### config.mk
export PLATFORM = sky130hd
export DESIGN_NAME = memory_arbiter
export DESIGN_NICKNAME = d
export VERILOG_FILES = /design/src/rtl/memory_arbiter.sv
export SDC_FILE = /design/constraint.sdc
export NUM_CORES = 1
export LEC_CHECK = 0
export BUFFER_PORTS_ARGS = -buffer_cell sky130_fd_sc_hd__clkbuf_2
export CORE_AREA = 2 2 106 108
export CTS_CLUSTER_DIAMETER = 150
export DETAILED_ROUTE_END_ITERATION = 6
export DIE_AREA = 0 0 108 110
export HOLD_SLACK_MARGIN = 0.02
export PLACE_DENSITY = 0.61
export SLEW_MARGIN = 20
export SYNTH_ARGS = -nofsm -noshare
export SYNTH_HDL_FRONTEND = slang
export SYNTH_SLANG_ARGS = --single-unit
### constraint.sdc
create_clock -name CLK -period 4.5 [get_ports CLK]
set_clock_uncertainty 0.1 [all_clocks]
set_input_delay 0.9 -clock CLK [delete_from_list [all_inputs] [get_ports CLK]]
set_output_delay 0.9 -clock CLK [all_outputs]
set_load 0.02 [all_outputs]
### src/rtl/memory_arbiter.sv
// Arbitrates one single-port RAM between an instruction port and a data port.
// Data normally wins; STARVE_LIMIT bounds how long a waiting instruction fetch can be held off.
`timescale 1ns/1ps
module memory_arbiter #(
  parameter int STARVE_LIMIT = 4
) (
  input  logic        CLK,
  input  logic        nRST,
  input  logic        iREN,
  input  logic [31:0] iaddr,
  output logic        iwait,
  output logic [31:0] iload,
  input  logic        dREN,
  input  logic        dWEN,
  input  logic [31:0] daddr,
  input  logic [31:0] dstore,
  output logic        dwait,
  output logic [31:0] dload,
  output logic        ramREN,
  output logic        ramWEN,
  output logic [31:0] ramaddr,
  output logic [31:0] ramstore,
  input  logic [31:0] ramload,
  input  logic [1:0]  ramstate,
  output logic [7:0]  err_count
);

  localparam int CW = $clog2(STARVE_LIMIT + 2);
  localparam logic [1:0] RAM_ACCESS = 2'd2;
  localparam logic [1:0] RAM_ERROR  = 2'd3;

  typedef enum logic [1:0] {
    IDLE   = 2'd0,
    IGRANT = 2'd1,
    DGRANT = 2'd2
  } state_t;

  state_t        r_state;
  logic [CW-1:0] r_starve_cnt;
  logic [7:0]    r_err_count;

  logic w_dreq;
  logic w_access;
  logic w_error;
  logic w_starving;

  assign w_dreq     = dREN | dWEN;
  assign w_access   = (ramstate == RAM_ACCESS);
  assign w_error    = (ramstate == RAM_ERROR);
  assign w_starving = iREN && (r_starve_cnt >= CW'(STARVE_LIMIT));

  always_ff @(posedge CLK or posedge nRST) begin
    if (nRST) begin
      r_state      <= IDLE;
      r_starve_cnt <= '0;
      r_err_count  <= '0;
    end else begin
      case (r_state)
        IDLE: begin
          if (w_dreq && !w_starving) begin
            r_state <= DGRANT;
            if (!iREN)
              r_starve_cnt <= '0;
            else if (r_starve_cnt < CW'(STARVE_LIMIT))
              r_starve_cnt <= r_starve_cnt + CW'(1);
          end else if (iREN) begin
            r_state      <= IGRANT;
            r_starve_cnt <= '0;
          end else begin
            r_starve_cnt <= '0;
          end
        end
        IGRANT: begin
          // A dropped request abandons the grant without counting any RAM status.
          if (!iREN || w_access) begin
            r_state <= IDLE;
          end else if (w_error) begin
            r_state <= IDLE;
            if (r_err_count != 8'hFF)
              r_err_count <= r_err_count + 8'd1;
          end
        end
        DGRANT: begin
          if (!w_dreq || w_access) begin
            r_state <= IDLE;
          end else if (w_error) begin
            r_state <= IDLE;
            if (r_err_count != 8'hFF)
              r_err_count <= r_err_count + 8'd1;
          end
        end
        default: r_state <= IDLE;
      endcase
    end
  end

  // RAM command decodes from the registered grant so a dropped request releases it at once.
  always_comb begin
    ramREN   = 1'b0;
    ramWEN   = 1'b0;
    ramaddr  = '0;
    ramstore = '0;
    case (r_state)
      IGRANT: begin
        if (iREN) begin
          ramREN  = 1'b1;
          ramaddr = iaddr;
        end
      end
      DGRANT: begin
        if (w_dreq) begin
          ramaddr  = daddr;
          ramstore = dstore;
          ramWEN   = dWEN;
          ramREN   = dREN & ~dWEN;
        end
      end
      default: ;
    endcase
  end

  assign iwait     = iREN & ~((r_state == IGRANT) && w_access);
  assign dwait     = w_dreq & ~((r_state == DGRANT) && w_access);
  assign iload     = ramload;
  assign dload     = ramload;
  assign err_count = r_err_count;

endmodule

==> flow_metrics.py <==
metrics = {
    "global_routing": {
        "antenna_found_initial": 0,
        "grtUsageTotal_pct": 9.88,
        "grt_overflow": 0,
        "grt_pass1_wl_mm": 9.25,
        "grt_start_max_net_pins": 56,
        "grt_pass1_vias": 1824,
    },
    "hold_path": {
        "min_path_type": "reg -> reg",
        "worstHoldStart": "r_starve_cnt[2]",
        "min_to": "r_starve_cnt[0]",
        "whs_path_depth": 1,
    },
    "sta": {
        "tightestPinTransition_ns": 0.937,
        "fmax_ghz": 0.293,
        "period_needed_ns": 3.41,
        "slew_headroom_pct": 37.5,
        "slew_viol_final": 0,
        "fin_crit_sh_pct": 75.9,
        "rsz0062_at_grt": "false",
        "setup_slack_ns": 1.09,
        "setup_tns_ns": 0,
        "finalSetupViolCount": 0,
        "hold_viol": 0,
    },
    "synthesis": {
        "synth_top_area_share_pct": 24.8,
        "yosysMostFrequentCell": "buf_4",
        "synth_area_per_cell_um2": 7.94,
        "synthTopCellsByArea": "buf_4, dfrtp_1, a22oi_1, and2_1, nor2b_1",
        "synth_largest_area_cell": "buf_4",
        "synthArstFlopShare_pct": 100,
        "synth_edf_count": 0,
        "syn_area_um2": 1970,
        "ys_warn_count": 0,
        "synth_seq_cells": 13,
        "syn_nets": 389,
        "ys.flop_type": "dfrtp_1",
        "ys_seq_area_share_pct": 16.5,
        "ys_top_cells_by_count": "buf_4, and2_1, nor2b_1",
        "synth_cell_types": 34,
        "synthCells": 248,
    },
    "setup_path": {
        "slowest_stage": "o21a_2",
        "crit_buf_inv": 3,
        "path_max_fanout": 55,
        "crit_path_end_kind": "output port",
        "rr_worst_depth": 7,
        "arrival_ns": 2.41,
        "crit_path_frequent_cell": "clkbuf_2",
        "r2r-end": "err_count[1]",
        "cp.required_ns": 3.50,
        "max_stage_delay_ns": 0.74,
        "r2r_start": "r_state[0]",
        "rrSetupSlack_ns": 1.75,
        "cp_cell_sequence": "clkbuf_2, o21a_2, buf_4, and2_1, clkbuf_2",
        "critPathKind": "in -> out",
        "worst_setup_path_start_kind": "primary input",
        "crit_family": "compound AO/OA/AOI/OAI gates",
    },
    "floorplan": {
        "start_util_pct": 18.4,
        "num_rows": 38,
        "die_h_um": 110,
        "coreArea_um2": 10700,
        "die_w_um": 108,
        "ios": 275,
        "die_area_um2": 11900,
    },
    "power": {
        "power.total_mw": 1.10,
        "leakage_nw": 1.35,
        "vdd_drop_max_mv": 0.227,
        "powerDensity_nw_per_um2": 430,
    },
    "clock_tree": {
        "clk_pin_slew_ns": 0.05,
        "cts_tree": "built",
        "cts_buffer_depth": 2,
        "post_cts_resized": 0,
        "cts_setup_buffers": 0,
        "cts_buffers": 3,
        "htreeDepth": 1,
        "cts_root_buf": "clkbuf_8",
        "cts.sinks": 13,
        "cts_hold_buf": 0,
        "clkLatencyLatePin_ns": 0.24,
    },
    "routing": {
        "wl_per_cell_um": 14.0,
        "ant_nets": 0,
        "vias": 2044,
        "drt_pass1_iterations": 4,
        "drc_errors": 0,
        "wirelength_mm": 6.90,
        "via_per_inst": 4.14,
        "drt_iter0_drc": 82,
    },
    "placement": {
        "pre_cts_ws_ns": 1.03,
        "hpwl_mm": 5.87,
        "gp_congestion": 0.708,
        "placed_area_um2": 2510,
        "portBuffers": 178,
    },
    "final_layout": {
        "num_antenna_cells": 0,
        "area_growth_pct": 29.5,
        "nNetsFinal": 496,
        "nFillCells": 1205,
        "fin_area_um2": 2550,
        "drive_gt1_share_pct": 53.1,
    },
    "flow_run": {
        "max_cap_violations": 0,
    },
    "status": {
        "status": "finished, final reports clean",
    },
}
per-layer routing:
| layer | up-vias | part of all wire, % | track usage, % |
|---|---|---|---|
| li1 | 980 | - | - |
| met1 | 922 | 36 | 11.2 |
| met2 | 137 | 54 | 19.0 |
| met3 | 5 | 9.8 | 2.29 |
| met4 | 0 | 0.49 | 1.74 |
| met5 | - | 0 | 0 |
cells in the final DEF, fill, tap and decap left out, types with 2 or more instances in the layout:
cell type and instances:
nor2_1 4, clkbuf_2 178, clkbuf_8 3, a21oi_1 2, o21ai_0 2, and2_1 35
dfrtp_1 13, ha_1 6, nand2b_1 2, a22oi_1 32, nand3_1 5, nand2_1 2
xnor2_1 7, buf_4 2, inv_1 6, nand4_1 3, nor2b_1 34
worst max path at each step:
stage                     startpoint           end  slack (ns)  depth (start not counted)
after floorplan                 dREN   ramaddr[10]        1.72                          5
after global routing      r_state[0]  ramstore[13]        0.84                          6
final                           dREN  ramstore[14]        1.09                          5
after global placement          dREN  ramstore[14]        1.12                          5
after CTS                 r_state[0]  ramstore[14]        1.02                          6
after detailed placement        dREN  ramstore[14]        1.03                          5
sequential cells by signal, indices dropped and copies added, names as in the netlist:
signal	cells
r_state	2
err_count	8
r_starve_cnt	3
metrics by stage:
stage / instances / util (%) / hold slack [ns]
after floorplan: 248 / - / 0.355
after global placement: 490 / 23.4 / 0.382
after detailed placement: 490 / 23.4 / 0.389
after CTS: 494 / 23.8 / 0.396
after global routing: 494 / 23.8 / 0.413
final: 494 / 23.8 / 0.389
final cells by class:
| class | instances | area, um2 | area share [%] |
|---|---|---|---|
| timing repair buffer | 180 | 906 | 35.5 |
| multi-input combinational | 151 | 1080 | 42.2 |
| sequential | 13 | 325 | 12.8 |
| tap | 140 | 175 | 6.87 |
| inverter | 6 | 22.5 | 0.883 |
| clock buffer | 4 | 45.0 | 1.77 |
logic make-up (layout without fill, tap and decap cells):
group / Yosys count / after routing / synth area share (%)
mux: 1 / 1 / 0.762
buf+inv: 84 / 190 / 28.8
simple gates: 93 / 93 / 29.9
flops: 13 / 13 / 16.5
compound gates: 44 / 44 / 17.2
xor+xnor: 7 / 7 / 3.11
fa+ha+maj: 6 / 6 / 3.81
where the power goes:
group / internal (mW) / switching (mW)
combinational: 0.328 / 0.486
clock: 0.0624 / 0.0388
sequential: 0.148 / 0.0344
Power figures use the tool's default switching activity.
